$ cat config.mk
export PLATFORM = sky130hd
export DESIGN_NAME = capture_ctrl_flat
export DESIGN_NICKNAME = d
export VERILOG_FILES = /design/src/rtl/capture_if.sv /design/src/rtl/capture_ctrl.sv /design/src/flat_wrapper.sv
export SDC_FILE = /design/constraint.sdc
export NUM_CORES = 1
export LEC_CHECK = 0
export ABC_AREA = 1
export BUFFER_PORTS_ARGS = -buffer_cell sky130_fd_sc_hd__buf_2
export CORE_MARGIN = 8
export CORE_UTILIZATION = 60
export DETAILED_ROUTE_END_ITERATION = 8
export GPL_TIMING_DRIVEN = 0
export PLACE_DENSITY = 0.81
export SYNTH_ARGS = -nofsm -noshare
export SYNTH_HDL_FRONTEND = slang
export SYNTH_SLANG_ARGS = --single-unit
$ cat constraint.sdc
create_clock -name clk -period 3.15 [get_ports clk]
set_input_delay 0.1575 -clock clk [delete_from_list [all_inputs] [get_ports clk]]
set_output_delay 0.1575 -clock clk [all_outputs]
set_load 0.03 [all_outputs]
$ cat src/rtl/capture_if.sv
// Capture-control bus: trigger/cmd_cfg side (slave) talking to capture_ctrl (master).
interface capture_if #(
  parameter int LOG2 = 9
);
  logic            run;
  logic            capture_done;
  logic            triggered;
  logic [3:0]      decimator;
  logic [LOG2-1:0] trig_pos;
  logic            we;
  logic [LOG2-1:0] waddr;
  logic [LOG2-1:0] ram_addr;
  logic            set_capture_done;
  logic            armed;
  logic            capturing;

  modport master (
    input  run, capture_done, triggered, decimator, trig_pos,
    output we, waddr, ram_addr, set_capture_done, armed, capturing
  );

  modport slave (
    output run, capture_done, triggered, decimator, trig_pos,
    input  we, waddr, ram_addr, set_capture_done, armed, capturing
  );
endinterface

$ cat src/rtl/capture_ctrl.sv
// Capture sequencer: shared RAMqueue write pointer, decimation, pre-trigger arming,
// post-trigger count and the done handshake with cmd_cfg.
//
// state     | meaning
// ----------+------------------------------------------------------------
// S_IDLE    | waiting for run with capture_done clear
// S_CAPTURE | filling pre-trigger history; trigger accepted once armed
// S_POST    | writing tp post-trigger samples
// S_DONE    | capture complete; waiting for host to set then clear capture_done
module capture_ctrl #(
  parameter int ENTRIES = 384,
  parameter int LOG2    = 9
) (
  input  logic      clk,
  input  logic      rst,
  capture_if.master bus
);

  typedef enum logic [1:0] {S_IDLE, S_CAPTURE, S_POST, S_DONE} state_t;

  localparam logic [LOG2-1:0] LAST = LOG2'(ENTRIES - 1);
  localparam logic [LOG2:0]   FULL = (LOG2 + 1)'(ENTRIES);

  state_t          state, state_nxt;
  logic [15:0]     dec_cnt;
  logic [15:0]     dec_max;
  logic [LOG2-1:0] waddr;
  logic [LOG2-1:0] ram_addr;
  logic [LOG2-1:0] trig_cnt;
  logic [LOG2-1:0] tp;
  logic [LOG2:0]   smpl_cnt;
  logic [LOG2+1:0] fill_sum;
  logic            set_done;
  logic            done_seen;
  logic            capturing;
  logic            armed;
  logic            en;
  logic            we;
  logic            start;
  logic            go_post;
  logic            finish;

  assign tp        = (bus.trig_pos > LAST) ? LAST : bus.trig_pos;
  assign capturing = (state == S_CAPTURE) || (state == S_POST);
  assign dec_max   = (16'd1 << bus.decimator) - 16'd1;
  assign en        = (dec_cnt == dec_max);
  assign fill_sum  = {1'b0, smpl_cnt} + {2'b00, tp};
  assign armed     = (state == S_CAPTURE) && (fill_sum >= {1'b0, FULL});

  always_ff @(posedge clk) begin
    if (rst) state <= S_IDLE;
    else     state <= state_nxt;
  end

  // Abort by run=0 takes priority over trigger and completion; the trigger cycle never writes.
  always_comb begin
    state_nxt = state;
    we        = 1'b0;
    start     = 1'b0;
    go_post   = 1'b0;
    finish    = 1'b0;
    unique case (state)
      S_IDLE: begin
        if (bus.run && !bus.capture_done) begin
          state_nxt = S_CAPTURE;
          start     = 1'b1;
        end
      end
      S_CAPTURE: begin
        if (!bus.run) begin
          state_nxt = S_IDLE;
        end else if (bus.triggered && armed) begin
          state_nxt = S_POST;
          go_post   = 1'b1;
        end else begin
          we = en;
        end
      end
      S_POST: begin
        if (!bus.run) begin
          state_nxt = S_IDLE;
        end else if (trig_cnt == tp) begin
          state_nxt = S_DONE;
          finish    = 1'b1;
        end else begin
          we = en;
        end
      end
      S_DONE: begin
        if (done_seen && !bus.capture_done) state_nxt = S_IDLE;
      end
      default: state_nxt = S_IDLE;
    endcase
  end

  always_ff @(posedge clk) begin
    if (rst) begin
      dec_cnt   <= '0;
      waddr     <= '0;
      ram_addr  <= '0;
      trig_cnt  <= '0;
      smpl_cnt  <= '0;
      set_done  <= 1'b0;
      done_seen <= 1'b0;
    end else begin
      set_done <= finish;

      if (!capturing || en) dec_cnt <= '0;
      else                  dec_cnt <= dec_cnt + 16'd1;

      if (start) begin
        waddr    <= '0;
        smpl_cnt <= '0;
      end else if (we) begin
        waddr <= (waddr == LAST) ? '0 : waddr + 1'b1;
        if (smpl_cnt != FULL) smpl_cnt <= smpl_cnt + 1'b1;
      end

      if (go_post)                     trig_cnt <= '0;
      else if ((state == S_POST) && we) trig_cnt <= trig_cnt + 1'b1;

      // Oldest sample sits where the next write would land.
      if (finish) ram_addr <= waddr;

      if (state == S_DONE) begin
        if (state_nxt == S_IDLE)    done_seen <= 1'b0;
        else if (bus.capture_done)  done_seen <= 1'b1;
      end
    end
  end

  assign bus.we               = we;
  assign bus.waddr            = waddr;
  assign bus.ram_addr         = ram_addr;
  assign bus.set_capture_done = set_done;
  assign bus.armed            = armed;
  assign bus.capturing        = capturing;

endmodule

$ cat src/flat_wrapper.sv
// flat-port wrapper written by rule: the top's interface ports become plain ports
module capture_ctrl_flat 
#(
  parameter int ENTRIES = 384,
  parameter int LOG2    = 9
)
  (clk, rst, bus_run, bus_capture_done, bus_triggered, bus_decimator, bus_trig_pos, bus_we, bus_waddr, bus_ram_addr, bus_set_capture_done, bus_armed, bus_capturing);
  capture_if #(.LOG2(LOG2)) bus_i ();
  input  logic clk;
  input  logic rst;
  input wire logic [$bits(bus_i.run)-1:0] bus_run;
  input wire logic [$bits(bus_i.capture_done)-1:0] bus_capture_done;
  input wire logic [$bits(bus_i.triggered)-1:0] bus_triggered;
  input wire logic [$bits(bus_i.decimator)-1:0] bus_decimator;
  input wire logic [$bits(bus_i.trig_pos)-1:0] bus_trig_pos;
  output wire logic [$bits(bus_i.we)-1:0] bus_we;
  output wire logic [$bits(bus_i.waddr)-1:0] bus_waddr;
  output wire logic [$bits(bus_i.ram_addr)-1:0] bus_ram_addr;
  output wire logic [$bits(bus_i.set_capture_done)-1:0] bus_set_capture_done;
  output wire logic [$bits(bus_i.armed)-1:0] bus_armed;
  output wire logic [$bits(bus_i.capturing)-1:0] bus_capturing;
  assign bus_i.run = bus_run;
  assign bus_i.capture_done = bus_capture_done;
  assign bus_i.triggered = bus_triggered;
  assign bus_i.decimator = bus_decimator;
  assign bus_i.trig_pos = bus_trig_pos;
  assign bus_we = bus_i.we;
  assign bus_waddr = bus_i.waddr;
  assign bus_ram_addr = bus_i.ram_addr;
  assign bus_set_capture_done = bus_i.set_capture_done;
  assign bus_armed = bus_i.armed;
  assign bus_capturing = bus_i.capturing;
  capture_ctrl #(.ENTRIES(ENTRIES), .LOG2(LOG2)) u_core (.clk(clk), .rst(rst), .bus(bus_i));
endmodule
== Word-level counts from Yosys, hierarchy flattened ==
Cells that the tools add are included.
W data, S select, Z words.
Word-level totals
  flip-flop bits (word level): 57
  word-level logic and storage cells: 65
Operators by class
  reduce and logical (&&, ||, !) cells: 17
  magnitude comparators: 2
  $add $sub $neg: 6
  equal/unequal tests: 7
  shift operators: 1
  mux-type cells: 24
Operator list (number)
  $add A9 B1 Y9 const B: 2
  $mux W9: 2
  $add A16 B1 Y16 const B: 1
  $eq A16 B16 Y1: 1
  $shl A1 B4 Y16 const A: 1
  $sub A16 B1 Y16 const B: 1
  $mux W1: 14
  $mux W2: 6
  $add A10 B9 Y11: 1
  $ge A11 B9 Y1 const B: 1
  $add A10 B1 Y10 const B: 1
  $ne A10 B9 Y1 const B: 1
  $eq A9 B9 Y1: 1
  $eq A9 B9 Y1 const B: 1
  $gt A9 B9 Y1 const B: 1
  $pmux W2 S4: 1
  $reduce_or A2 Y1: 3
  $logic_and A1 B1 Y1: 5
  $eq A2 B2 Y1 const B: 2
  $logic_not A2 Y1: 2
  $reduce_and A2 Y1: 2
  $eq A2 B1 Y1 const B: 1
  $logic_not A1 Y1: 2
  $logic_or A1 B1 Y1: 2
  other kinds (2): 2

== Logic depth before layout (Yosys ltp) ==
Gate-level depths: netlist of the first run.
  depth in word-level cells: 12
  gate-level depth with buffers: 23
  gate-level depth less buffers: 23

== Worst setup path before layout of the first run ==
OpenSTA, ideal clock, no wires.
  path type: register -> register
  start: register u_core.smpl_cnt[0]
  end: register u_core.trig_cnt[2]
  setup slack: 0.367 ns
  arrival time: 2.657 ns
  buffers on the path: 0
  cell stages (with the launch flop): 15
  data required time: 3.024 ns
  path through: dfxtp_1 > ha_1 > inv_1 > fa_1 > nand3b_1 > nand2_1 > nand2_1 > nand3b_1 > nand2_1 > inv_1 > nand2_1 > a21boi_0 > nand3_1 > nand2_1 > nor3_1
Between the ends
  longest elaborated chain between the ends: 8
  elaborated cells between the ends (all ways): 12
  classes of those cells: 1 x add/sub; 1 x order compare; 6 x mux; 4 x reduce/logical
Ends and longest elaborated chain
  from (decl): line capture_ctrl.sv:31  | logic [LOG2:0] smpl_cnt;
  from (signal assigned): line capture_ctrl.sv:116  | if (smpl_cnt != FULL) smpl_cnt <= smpl_cnt + 1'b1;
  $add A10 B9 Y11 *: line capture_ctrl.sv:47  | assign fill_sum = {1'b0, smpl_cnt} + {2'b00, tp};
  $ge A11 B9 Y1 *: line capture_ctrl.sv:48  | assign armed = (state == S_CAPTURE) && (fill_sum >= {1'b0, FULL});
  $logic_and A1 B1 Y1 *: line capture_ctrl.sv:48
  via bus_armed: line flat_wrapper.sv:20  | output wire logic [$bits(bus_i.armed)-1:0] bus_armed;
  $logic_and A1 B1 Y1 *: line capture_ctrl.sv:72  | end else if (bus.triggered && armed) begin
  $mux W1: line capture_ctrl.sv:72
  $mux W1: line capture_ctrl.sv:70  | if (!bus.run) begin
  $pmux W1 S2 or $mux W1 (tied branches): line capture_ctrl.sv:62  | unique case (state)
  $logic_and A1 B1 Y1 or $reduce_or A2 Y1 (tied branches)
  to (signal assigned): line capture_ctrl.sv:120  | else if ((state == S_POST) && we) trig_cnt <= trig_cnt + 1'b1;
  to (decl): line capture_ctrl.sv:29  | logic [LOG2-1:0] trig_cnt;
Mark *: on every way through the listed nets, which the timed path passes. The rest lies on a longest branch.
A chain may end at the register's enable or synchronous reset.

== Worst setup path after layout of the first run ==
  start: register u_core.smpl_cnt[0]
  end: output port bus_we
Between the ends
  longest elaborated chain between the ends: 7
Ends and longest elaborated chain
  $add A10 B9 Y11: line capture_ctrl.sv:47
  $ge A11 B9 Y1: line capture_ctrl.sv:48
  $logic_and A1 B1 Y1: line capture_ctrl.sv:48
  $logic_and A1 B1 Y1: line capture_ctrl.sv:72
  $mux W1: line capture_ctrl.sv:72
  $mux W1: line capture_ctrl.sv:70
  $pmux W1 S2: line capture_ctrl.sv:62
  to (decl): line flat_wrapper.sv:16  | output wire logic [$bits(bus_i.we)-1:0] bus_we;
Every way passes these cells.

==> metrics, run 1 <==
CTS Hold Bufs=0; syn avg cell area=6.414 um2; initial antenna violation count=0; Sink Count=57; largest net degree at the start of global routing=13; number of fill cells in the layout=565; Final Setup Violations=0; top cell type's share of synthesized area=28.83%; Post-Syn Nets=659; crit path cell chain=ha_1 -> inv_1 -> fa_1 -> nand3b_1 -> nand2_1 -> nand2_1 -> nand2_1 -> nand2_1 -> nand3_1 -> nand2_1 -> nand2_1 -> nand4_1 -> nand2_4 -> inv_6 -> buf_2; Final ANT Viol Nets=0; Overflow after GRT=0; Seq. cell area=1141 um2; Crit-path slowest cell=dfxtp_1; Layout area overhead=12.93%; Final Hold Fails=0; clock-pin slew on the worst setup and hold paths=70 ps; clk_lat worst skew=350 ps; area of the multi-input gates=2459 um2; Max Cap Viol=0; worst vdd ir=355.4 uV; DRT iter0 DRCs=239; Post-Route Utilization=70.38%; worst-case clock skew=10.10 ps; vias per cell=5.357; worst hold-check path type=primary input to flop; status=finished, final reports clean; Num CTS Buffers=9; Max Slew Vio Count=0; Buffers & Inverters on Critical Path=3; CP max stage delay=390 ps; proportion of layout cells with a drive suffix above 1=12.82%; post-DP HPWL=7441 um; P_leak=2.047 nW; # IOs=40; ant diodes=0; postcts setup bufs=0; CP delay by family, top=simple AND/OR/NAND/NOR gates; root buffer cell=clkbuf_8; DR vias=4007; TritonCTS clock tree=built; min Tclk post-route=2904 ps; Synth area leaders=dfxtp_1 (29%), nand2_1 (15%), nor2_1 (8.2%); # port buffers=38; worst slew pin tran=1104 ps; area leader, netlist=dfxtp_1; YS warnings=0; crit path kind=flop to output port; core box area=6350 um2; area of the mapped netlist=3958 um2; critical path startpoint category=flop; Starting Density=62.33%; Max FO, Critical Path=6; Crit. End Element=output port; dpl cells=732; die extent in x=97.22 um; Final Net Count=708; # resized after CTS=0; Power Density=432.6 nW/um2; all-layer global routing usage=20.36%; cell mode on critical path=nand2_1; Die ar.=9451 um2; post-DR wirelength/cell=12.83 um; vias in the first global route=3776; # rows=29; fin cells=748; number of synthesized register bits=57; Residual DRC=0; Arr. time, crit path=2750 ps; Worst slew margin=25.64%; htree depth=3; drt total wl=9599 um; Post-Syn Instances=617; drt pass-1 iters=5; CP required=2990 ps; RSZ-0062 raised after global routing=no; first-pass GRT wire length=16280 um; DIE HEIGHT=97.22 um; f_max=344.3 MHz; post-synthesis sequential area ratio=28.83%; post-synthesis cell type count=39; setup TNS=0 ps; Final period util=92.21%; clk buf depth=2; Placer Congestion=0.9293
==> cell usage in the layout (no fill, tap or decap), types with 7 or more instances in the layout <==
cell type,n
clkbuf_8,9
inv_1,83
xor2_1,12
nand4_1,16
nor3_1,14
a21oi_1,32
buf_2,38
nand2_1,162
dfxtp_1,57
nor2_4,7
nor2_1,86
nor2_2,7
ha_1,23
nand3_1,45
nor3b_1,7
o21ai_0,22
==> Yosys cell counts (all sizes together) <==
cell type    n
nand2      168
nor2       101
inv         87
dfxtp       57
nand3       48
a21oi       32
o21ai       27
ha          23
nand4       16
nor3        15
xor2        12
nor3b        7
a211oi       3
clkbuf       3
nand3b       3
buf          2
nor4         2
o21a         2
or2          2
a21boi       1
a21o         1
a31oi        1
and3         1
fa           1
o21bai       1
xnor2        1
==> sequential cells by signal (all words and copies together) (netlist names) <==
signal and count:
u_core.done_seen 1, u_core.bus.set_capture_done 1, u_core.state 2, u_core.bus.waddr 9
u_core.smpl_cnt 10, u_core.dec_cnt 16, u_core.bus.ram_addr 9, u_core.trig_cnt 9
==> kinds of logic after synthesis <==
kind of cell	share of synthesized area, %
fa+ha+maj	7.778
flops	28.83
buf+inv	9.042
compound gates	9.232
simple gates	42.24
xor+xnor	2.877
==> metal layers <==
| metal | share of wire, % | track usage (%) | vias to the layer above |
|---|---|---|---|
| li1 | - | - | 2083 |
| met1 | 46 | 24.62 | 1792 |
| met2 | 46 | 33.33 | 117 |
| met3 | 6.4 | 4.694 | 15 |
| met4 | 1.9 | 9.441 | 0 |
| met5 | 0 | 0 | - |
==> power breakdown <==
group / total (W) / leakage, nW / internal [W] / switching [W]
Sequential: 0.000759 / 0.459 / 0.000738 / 0.0000206
Combinational: 0.000395 / 1.48 / 0.000122 / 0.000273
Clock: 0.000779 / 0.106 / 0.000451 / 0.000328
Total: 0.00193 / 2.05 / 0.00131 / 0.000621
==> through the flow <==
| step | worst slack [ps] | hold WS, ps | cell area [um2] | total power, W |
|---|---|---|---|---|
| global route | 20.41 | 21.52 | 4469 | 0.002027 |
| CTS | 230.0 | 14.73 | 4469 | 0.001941 |
| floorplan | 366.5 | 229.9 | 3958 | 0.001064 |
| detailed placement | 185.7 | 384.5 | 4244 | 0.001160 |
| finish | 245.5 | 30.49 | 4469 | 0.001933 |
| global placement | 203.4 | 375.4 | 4244 | 0.001150 |
==> worst paths after layout <==
| path | slack, ps | to | depth (start not counted) | startpoint |
|---|---|---|---|---|
| setup / recovery | 250 | bus_we | 15 | u_core.smpl_cnt[0] |
| hold / removal | 30 | u_core.bus.set_capture_done | 2 | rst |
| setup reg to reg | 350 | u_core.bus.waddr[3] | 16 | u_core.smpl_cnt[0] |
| hold reg to reg | 480 | u_core.done_seen | 2 | u_core.done_seen |
==> area by class of cell <==
| class | count | share of cell area, % |
|---|---|---|
| plain buffers | 5 | 0.5879 |
| clock buffers | 9 | 2.772 |
| clock inverters | 7 | 2.268 |
| inverters | 87 | 7.419 |
| multi-input cells | 468 | 55.01 |
| flip-flops and latches | 57 | 25.53 |
| well taps | 77 | 2.156 |
| repair buffers | 38 | 4.255 |
Note: power is estimated with default switching activity, not from simulation.
==> run 2, diff against run 1 <==
--- a/config.mk
+++ b/config.mk
@@ -12,6 +12,7 @@
 export DETAILED_ROUTE_END_ITERATION = 8
 export GPL_TIMING_DRIVEN = 0
 export PLACE_DENSITY = 0.81
+export RECOVER_POWER = 25
 export SYNTH_ARGS = -nofsm -noshare
 export SYNTH_HDL_FRONTEND = slang
 export SYNTH_SLANG_ARGS = --single-unit
==> run 2 against run 1 <==
Sequential cell count unchanged. Combinational power hardly changed. Clock skew about the same. Sequential power is essentially flat. Critical path depth is the same. Register-to-register slack about the same. Cell count stayed put. Setup slack worse by 1.8 ps. Critical path type unchanged. Highest routed layer unchanged. Routed wire length fell by 0.26%. Count of clock-buffer cells in the layout did not move. Hold slack got worse by 1.8 ps.
==> metrics, run 2 (same netlist as run 1, synthesis figures left out) <==
Final Hold Fails=0 (unchanged); fin area=4446 um2 (-0.53%); total power=0.001932 W (about the same); TritonCTS clock tree=built; Arr. time, crit path=2750 ps (about the same); Max Cap Viol=0 (unchanged); # IOs=40 (unchanged); drt total wl=9574 um (-0.26%); # port buffers=38 (unchanged); Final ANT Viol Nets=0 (unchanged); vias per cell=5.372 (+0.27%); clk buf depth=2 (unchanged); Crit. End Element=output port; Seq. cell area=1141 um2 (unchanged); Final period util=92.26% (about the same); die extent in x=97.22 um (unchanged); postcts setup bufs=0 (unchanged); min Tclk post-route=2906 ps (+1.769 ps); Final Setup Violations=0 (unchanged); Overflow after GRT=0 (unchanged); Num CTS Buffers=9 (unchanged); number of flip-flops in the largest register=16 (unchanged); clk_lat worst skew=350 ps (about the same); CTS Hold Bufs=0 (unchanged); number of fill cells in the layout=572 (+1.2%); crit path kind=flop to output port; worst-case clock skew=9.700 ps (-0.3972 ps); most frequent cells in the layout=nand2_1 (162), nor2_1 (86), inv_1 (83), dfxtp_1 (57), nand3_1 (45); DIE HEIGHT=97.22 um (unchanged); # resized after CTS=0 (unchanged); root buffer cell=clkbuf_8; worst vdd ir=354.9 uV (-0.12%); core box area=6350 um2 (unchanged); Power Density=434.6 nW/um2 (+0.47%); commonest non-fill, non-tap cell in the layout=nand2_1; f_max=344.1 MHz (about the same); Placer Congestion=0.9293 (unchanged); post-DR wirelength/cell=12.80 um (-0.26%); CP required=2990 ps (about the same); Max FO, Critical Path=6 (unchanged); Die ar.=9451 um2 (unchanged); clock-pin slew on the worst setup and hold paths=70 ps (about the same); post-DP HPWL=7441 um (unchanged); vias in the first global route=3776 (unchanged); proportion of layout cells with a drive suffix above 1=9.985% (-2.8 points); setup TNS=0 ps (unchanged); dpl cell area=4244 um2 (unchanged); drt pass-1 iters=5 (unchanged); Top reg by flops=u_core.dec_cnt; Max Slew Vio Count=0 (unchanged); all-layer global routing usage=20.36% (unchanged); Starting Density=62.33% (unchanged); Residual DRC=0 (unchanged); # rows=29 (unchanged); P_leak=1.963 nW (-4.1%); DR vias=4018 (+0.27%); Worst Slack Setup Final=243.8 ps (-1.769 ps); ant diodes=0 (unchanged); DRT iter0 DRCs=236 (-1.3%); RSZ-0062 raised after global routing=no; area of the multi-input gates=2459 um2 (unchanged); Place WS=185.7 ps (unchanged); hold_ws=28.73 ps (-1.754 ps); Layout area overhead=12.33%; initial antenna violation count=0 (unchanged); Final Net Count=708 (unchanged); largest net degree at the start of global routing=13 (unchanged); htree depth=3 (unchanged); first-pass GRT wire length=16280 um (unchanged); top flop regs=u_core.dec_cnt: 16 flops, u_core.smpl_cnt: 10 flops; Worst slew margin=24.96% (-0.67 points); worst slew pin tran=1114 ps (+10.01 ps); critical path startpoint category=flop; status=finished, final reports clean; Sink Count=57 (unchanged); worst hold-check path type=primary input to flop
## run 2: worst max-delay path: stages, from the launching register on
cell and delay [ps]:
dfxtp_1 400, ha_1 190, inv_1 60, fa_1 360, nand3b_1 160, nand2_1 70
nand2_1 70, nand2_1 70, nand2_1 60, nand3_1 70, nand2_1 80, nand2_1 70
nand4_1 250, nand2_4 260, inv_6 50, buf_2 180
## run 2: through the flow
stage               std cells  utilization [%]
detailed placement        732            66.84
CTS                       748            70.38
global placement          732            66.84
finish                    748            70.01
global route              748            70.01
floorplan                 617                -
## run 2: final timing paths
path	end	startpoint	cells past startpoint	slack, ps
worst max-delay path	bus_we	u_core.smpl_cnt[0]	15	240
worst min-delay path	u_core.bus.set_capture_done	rst	2	30
worst max register to register	u_core.bus.waddr[3]	u_core.smpl_cnt[0]	16	350
worst min register to register	u_core.smpl_cnt[9]	u_core.smpl_cnt[9]	2	480
## run 2: power breakdown
part	total [W]	leakage (nW)	internal (W)	switching [W]
Sequential	0.000759	0.459	0.000738	0.0000203
Clock	0.000779	0.106	0.000451	0.000328
Combinational	0.000395	1.40	0.000123	0.000272
## run 2: per-layer routing
metal / vias to the layer above / wire length (um) / track usage, % / share of wire, %
met5: - / 0 / 0 / 0
met4: 0 / 203 / 9.441 / 2.1
met3: 19 / 556 / 4.694 / 5.8
met2: 106 / 4398 / 33.33 / 46
met1: 1812 / 4415 / 24.62 / 46
li1: 2081 / - / - / -
## run 2: final cells by class
cell class,instances,area share [%]
buffer,5,0.5911
inverter,87,7.458
sequential,57,25.67
multi-input combinational,468,55.31
clock inverter,7,2.280
timing repair buffer,38,3.743
tap,77,2.167
clock buffer,9,2.786
